===== src/rtl/pd_vote_filter.sv =====
// Per-channel majority-vote filter for phase-detector bits.
// Emits one up/down decision per window and a lock/freeze flag.
module pd_vote_filter #(
  parameter int NCH      = 16,
  parameter int WIN_LOG2 = 3,
  parameter int LOCK_CNT = 4
) (
  input  logic                clk,
  input  logic                reset,
  input  logic                enable,
  input  logic [NCH-1:0]      pd_raw,
  input  logic [WIN_LOG2-2:0] dz,
  input  logic                freeze_clr,
  output logic [NCH-1:0]      pd_out,
  output logic [NCH-1:0]      freeze,
  output logic                pd_valid
);

  localparam int W  = 1 << WIN_LOG2;
  localparam int CW = WIN_LOG2 + 1;
  localparam int LW = 4;

  localparam logic [WIN_LOG2-1:0] SLAST = WIN_LOG2'(W - 1);
  localparam logic [CW-1:0]       HALF  = CW'(W / 2);
  localparam logic [LW-1:0]       LMAX  = LW'(LOCK_CNT);

  logic [WIN_LOG2-1:0] scnt_q, scnt_d;
  logic [CW-1:0]       c_q    [NCH];
  logic [CW-1:0]       c_d    [NCH];
  logic [CW-1:0]       cf     [NCH];
  logic [LW-1:0]       lock_q [NCH];
  logic [LW-1:0]       lock_d [NCH];
  logic [LW-1:0]       lock_w [NCH];
  logic [NCH-1:0]      pd_out_q, pd_out_d;
  logic [NCH-1:0]      freeze_q, freeze_d;
  logic [NCH-1:0]      bal;
  logic                pd_valid_q, pd_valid_d;
  logic                win_end;
  logic [CW-1:0]       dz_x, lo, hi;

  assign win_end = enable & (scnt_q == SLAST);
  assign dz_x    = {2'b00, dz};
  assign lo      = HALF - dz_x;
  assign hi      = HALF + dz_x;

  // W is a power of two, so the counter wraps on its own
  assign scnt_d     = enable ? scnt_q + 1'b1 : scnt_q;
  assign pd_valid_d = win_end;

  always_comb begin
    pd_out_d = pd_out_q;
    freeze_d = freeze_q;
    bal      = '0;
    for (int i = 0; i < NCH; i++) begin
      cf[i]     = c_q[i] + {{(CW-1){1'b0}}, pd_raw[i]};
      c_d[i]    = c_q[i];
      lock_w[i] = lock_q[i];
      lock_d[i] = lock_q[i];
      bal[i]    = (cf[i] >= lo) && (cf[i] <= hi);
      if (enable)
        c_d[i] = win_end ? '0 : cf[i];
      if (win_end) begin
        if (cf[i] > HALF)
          pd_out_d[i] = 1'b1;
        else if (cf[i] < HALF)
          pd_out_d[i] = 1'b0;
        if (!bal[i])
          lock_w[i] = '0;
        else if (lock_q[i] != LMAX)
          lock_w[i] = lock_q[i] + 1'b1;
        lock_d[i]   = lock_w[i];
        freeze_d[i] = (lock_w[i] == LMAX);
      end
      // clear wins over the window-end lock update
      if (freeze_clr) begin
        lock_d[i]   = '0;
        freeze_d[i] = 1'b0;
      end
    end
  end

  always_ff @(posedge clk or posedge reset) begin
    if (reset) begin
      scnt_q     <= '0;
      pd_out_q   <= '0;
      freeze_q   <= '0;
      pd_valid_q <= 1'b0;
      for (int i = 0; i < NCH; i++) begin
        c_q[i]    <= '0;
        lock_q[i] <= '0;
      end
    end else begin
      scnt_q     <= scnt_d;
      pd_out_q   <= pd_out_d;
      freeze_q   <= freeze_d;
      pd_valid_q <= pd_valid_d;
      for (int i = 0; i < NCH; i++) begin
        c_q[i]    <= c_d[i];
        lock_q[i] <= lock_d[i];
      end
    end
  end

  assign pd_out   = pd_out_q;
  assign freeze   = freeze_q;
  assign pd_valid = pd_valid_q;

endmodule


===== config.mk =====
export PLATFORM = sky130hd
export DESIGN_NAME = pd_vote_filter
export DESIGN_NICKNAME = d
export VERILOG_FILES = /design/src/rtl/pd_vote_filter.sv
export SDC_FILE = /design/constraint.sdc
export NUM_CORES = 1
export LEC_CHECK = 0
export ABC_AREA = 1
export BUFFER_PORTS_ARGS = -buffer_cell sky130_fd_sc_hd__buf_4
export CAP_MARGIN = 10
export CORE_MARGIN = 2
export CORE_UTILIZATION = 25
export DETAILED_ROUTE_END_ITERATION = 10
export REMOVE_ABC_BUFFERS = 1
export SLEW_MARGIN = 20
export SYNTH_ARGS = -nofsm -noshare
export SYNTH_HDL_FRONTEND = slang
export SYNTH_SLANG_ARGS = --single-unit

===== constraint.sdc =====
create_clock -name clk -period 5.8 [get_ports clk]
set_input_delay 0 -clock clk [delete_from_list [all_inputs] [get_ports clk]]
set_output_delay 0 -clock clk [all_outputs]
set_load 0.05 [all_outputs]

; After elaboration in Yosys (flattened, before gate mapping)
; Index checks and enable logic that the tools add are counted.
; Widths: inputs -> output; s select.
[word_totals]
ff_bits = 164
inputBits = 22
output_inout_bits = 33
word_cells = 393
[op_classes]
addsub = 35
order_cmp = 64
n_eq_ne = 33
muxes = 160
n_bitwise = 1
n_reduce_logical = 49
[ops]
columns = op, count
row1 = $mux 4, 96
row2 = $add 4x1->4, 16
row3 = $add 4x1->4 const B, 16
row4 = $eq 4x3->1 const B, 16
row5 = $ge 4x4->1, 16
row6 = $gt 4x3->1 const B, 16
row7 = $le 4x4->1, 16
row8 = $lt 4x3->1 const B, 16
row9 = $mux 1, 64
row10 = $ne 4x3->1 const B, 16
row11 = $reduce_bool 2->1, 17
row12 = $reduce_and 2->1, 16
row13 = $logic_and 1x1->1, 16
row14 = $add 3x2->4 const A, 1
row15 = $sub 3x2->4 const A, 1
row16 = $add 3x1->3 const B, 1
row17 = $eq 3x3->1 const B, 1
row18 = $and 1x1->1, 1

; Logic depth before layout (Yosys ltp)
[logic_depth]
ltp_word = 8
ltp_mapped = 14

; Least setup slack after synthesis
; No wires, ideal clock.
[synth_timing]
path_type = reg2reg
start = register c_q[24] (netlist name)
end = register freeze_q[9] (netlist: freeze[9])
setup_ps = 118
arrival_time_ps = 1829
required_ps = 5682
slack_ps = 3853
stages_incl_launch_ff = 12
synth_period_minus_slack_ps = 1947
cell_sequence = dfrtp_1 -> ha_1 -> ha_1 -> ha_1 -> a21oi_1 -> nor2_1 -> nor2_1 -> nand2_1 -> nor2_1 -> nor2_1 -> nand2_1 -> nand2_1
[synth_via]
elab_chain_cells = 8
elab_cells_between_ends = 9
classes_between = 1 x add/sub / 2 x order compare / 1 x eq/ne / 4 x mux / 1 x reduce/logical
[synth_rtl]
columns = item, line
row1 = from (decl), 28  ; logic [CW-1:0] c_q [NCH];
row2 = "from (signal, indexed assignment)", 98  ; c_q[i] <= c_d[i];
row3 = $add 4x1->4 *, 55  ; cf[i] = c_q[i] + {{(CW-1){1'b0}}, pd_raw[i]};
row4 = $ge 4x4->1 or $le 4x4->1 (tied branches), 59  ; bal[i] = (cf[i] >= lo) && (cf[i] <= hi);
row5 = $logic_and 1x1->1 *, 59
row6 = $mux 4 *, 67  ; if (!bal[i])
row7 = $mux 4 *, 62  ; if (win_end) begin
row8 = $eq 4x3->1 *, 72  ; freeze_d[i] = (lock_w[i] == LMAX);
row9 = $mux 1 *, 62
row10 = $mux 1 *, 75  ; if (freeze_clr) begin
row11 = to (signal assigned), 95  ; freeze_q <= freeze_d;
row12 = to (decl), 35  ; logic [NCH-1:0] freeze_q, freeze_d;
; Every way passes the cells marked *; elsewhere a longest branch is shown, timed or not. The select of a mux whose other input is x is not followed.
; A chain may end at the register's enable or synchronous reset.

; Worst setup path in the final report
[layout_timing]
start = register scnt_q[0]
end = register lock_q[41] (netlist name)
[layout_via]
elab_chain_cells = 3
[layout_rtl]
columns = item, line
row1 = from (decl), 27  ; logic [WIN_LOG2-1:0] scnt_q, scnt_d;
row2 = from (signal assigned), 93  ; scnt_q <= scnt_d;
row3 = $eq 3x3->1, 41  ; assign win_end = enable & (scnt_q == SLAST);
row4 = $and 1x1->1, 41
row5 = $reduce_bool 2->1 (no line), --
row6 = "to (signal, indexed assignment)", 99  ; lock_q[i] <= lock_d[i];
row7 = to (decl), 31  ; logic [LW-1:0] lock_q [NCH];
; Every way passes these cells.

==> results.cfg <==
[clocking]
clock-sinks = 164
cts_buffers = 17
cts_tree = yes
insertion_delay_ns = 0.43
root_buffer = clkbuf_16
cts_buffer_depth = 2
path_clk_slew_ns = 0.07
cts_htree_levels = 4

[power]
leakagePower_nw = 6.19
seqPwrFrac = 0.307
peakVddDrop_v = 0.000269
p_int_mw = 3.11
p_clk_frac = 0.256
swShare = 0.414
p_switching_mw = 2.20
power.density_nw_per_um2 = 435
pwr-share-comb = 0.437

[floorplan]
die_w_um = 209
num_io_pins = 55
dieArea_um2 = 43800
core_um2 = 41800
die_h_um = 209
initial_core_util = 0.252
std_cell_rows = 75

[final_layout]
layout_commonest_cell = nand2_1
nets = 1514
n_antenna_cell = 0
area_growth_pct = 15.9
final_core_util = 0.292
drive_gt1_frac = 0.0764
layout_common_cells = 264 x nand2_1, 228 x inv_1, 164 x dfrtp_1

[route]
routed_wl_mm = 25.1
viasPerCell = 4.56
remaining_drc_errors = 0
ant_nets = 0
first_iter_violations = 462
firstDrtPassIters = 5
wl_per_cell_um = 13.1
via_count = 8720

[global_routing]
grt_usage = 0.117
grt_start_max_net_pins = 99
grt_pass1_wl_mm = 41.8
grt_pass1_vias = 8484
antenna_found_initial = 0
overflow = 0

[synthesis]
synth_cells = 1315
synth_area_leader_cell = dfrtp_1
synth_warnings = 0
synth-main-ff-cell = dfrtp_1
async_reset_ff_frac = 1.00
synthesis.area_um2 = 10500
synth.top_cell.area_share = 0.390
synthTopCellsByArea = dfrtp_1 39%, ha_1 16%, nand2_1 9.5%
synth_edf_count = 0
ys_ff_latch = 164
ys_types = 37
ys_seq_area_frac = 0.390
synth_area_per_cell_um2 = 8.00

[setup_path]
reg2reg_from = scnt_q[0]
cp-start-kind = flip-flop
crit_start = scnt_q[0]
crit_fanout = 49
reg2reg_setup_slack_ns = 2.49
required_ns = 6.13
cp.arrival_ns = 3.64
rr_worst_depth = 7
criticalPathCategory = reg -> reg
endpoint_kind = flip-flop
reg2reg_to = lock_q[41]
worstSetupEndpoint = lock_q[41]

[placement]
routabilityCongestion = 0.786
post-place-ws_ns = 2.42
place.port_buffers = 54
detailedPlacementHpwl_mm = 16.7

[sta]
fmax_mhz = 302
rsz0062_at_grt = no
min_period_ns = 3.31
timing.hold.ws_ns = 0.0187
drv_slew = 0
skew_ns = 0.00976
setup_viol = 0
finalHoldViolCount = 0
tightest_slew_ns = 1.02
fin_crit_sh = 0.571
relSlewSlack = 0.314
worst_slack_ns = 2.49
final.setup.tns_ns = 0

[worst_hold_path]
hp-class = in -> reg
hp-start = pd_raw[2]

[status]
status = finished clean

[run]
max_cap_viol_count = 0
[flip-flops by register name, indices dropped and copies added, names as in the netlist]
register  cells
pd_valid      1
lock_q       64
c_q          64
scnt_q        3
freeze       16
pd_out       16
[critical path: stages (launching register included)]
cell	delay, ns
dfrtp_1	0.39
ha_1	0.20
ha_1	0.24
nand2_8	0.27
inv_2	0.31
nor2_4	0.78
inv_2	0.62
o21ai_0	0.36
[what timing repair did]
action                    CTS  global route
hold endpoints to repair   98             0
resized for setup           0             0
hold buffers                2             0
setup buffers               0             0
[per-layer routing]
metal,wire length [um],vias up,GRT usage
li1,-,4399,-
met1,12400,4172,0.157
met2,11600,131,0.197
met3,786,18,0.0200
met4,282,0,0.0300
met5,0,-,0
[per-stage QoR]
step / area (um2) / power (mW) / cells
floorplan: 10400 / 3.35 / 1283
global placement: 11500 / 3.89 / 1879
detailed placement: 11500 / 3.96 / 1879
CTS: 12200 / 5.36 / 1913
global route: 12200 / 5.80 / 1913
finish: 12200 / 5.31 / 1913
[cell families after synthesis]
group                      Yosys count  synth area share
AOI/OAI and AO/OA                  214             0.113
xor gates and xnor gates            47            0.0391
adders and majority gates          131             0.156
buffers and inverters              266            0.0985
DFF                                164             0.390
muxes                                2           0.00214
and+or+nand+nor                    491             0.202
[power groups by stage]
stage / Sequential (mW) / Clock (mW) / Combinational [mW]
6_report: 1.63 / 1.36 / 2.32
5_1_grt: 1.67 / 1.44 / 2.69
4_1_cts: 1.63 / 1.39 / 2.34
3_5_place_dp: 1.65 / 0 / 2.31
3_3_place_gp: 1.64 / 0 / 2.25
2_1_floorplan: 1.77 / 0 / 1.58
[worst min-delay path by stage]
stage / endpoint / cells past startpoint
finish: c_q[52] / 4
floorplan: scnt_q[0] / 1
detailed placement: lock_q[46] / 2
global route: c_q[12] / 4
global placement: lock_q[46] / 2
CTS: c_q[8] / 4
[cell usage after synthesis (3+ instances only)]
cell / instances
xnor2_1: 9
nand4_1: 22
o21ai_0: 105
nor2_1: 67
and2_1: 3
buf_2: 13
inv_2: 5
nand3_1: 119
or2_2: 3
dfrtp_1: 164
o21ai_1: 4
o211ai_1: 4
a31oi_1: 5
nor3_1: 3
clkbuf_1: 14
o22ai_1: 56
nand3b_1: 4
o21a_1: 3
a21oi_1: 30
inv_1: 229
nand2_1: 265
ha_1: 131
xor2_1: 38
[cell type report]
class / instances / area, um2
Clock buffer: 19 / 453
Clock inverter: 13 / 253
Fill cell: 4392 / 29600
Inverter: 234 / 883
Multi-Input combinational cell: 885 / 5390
Sequential cell: 164 / 4100
Tap cell: 539 / 674
Timing Repair Buffer: 59 / 448
Note: power is estimated with default switching activity, not from simulation.
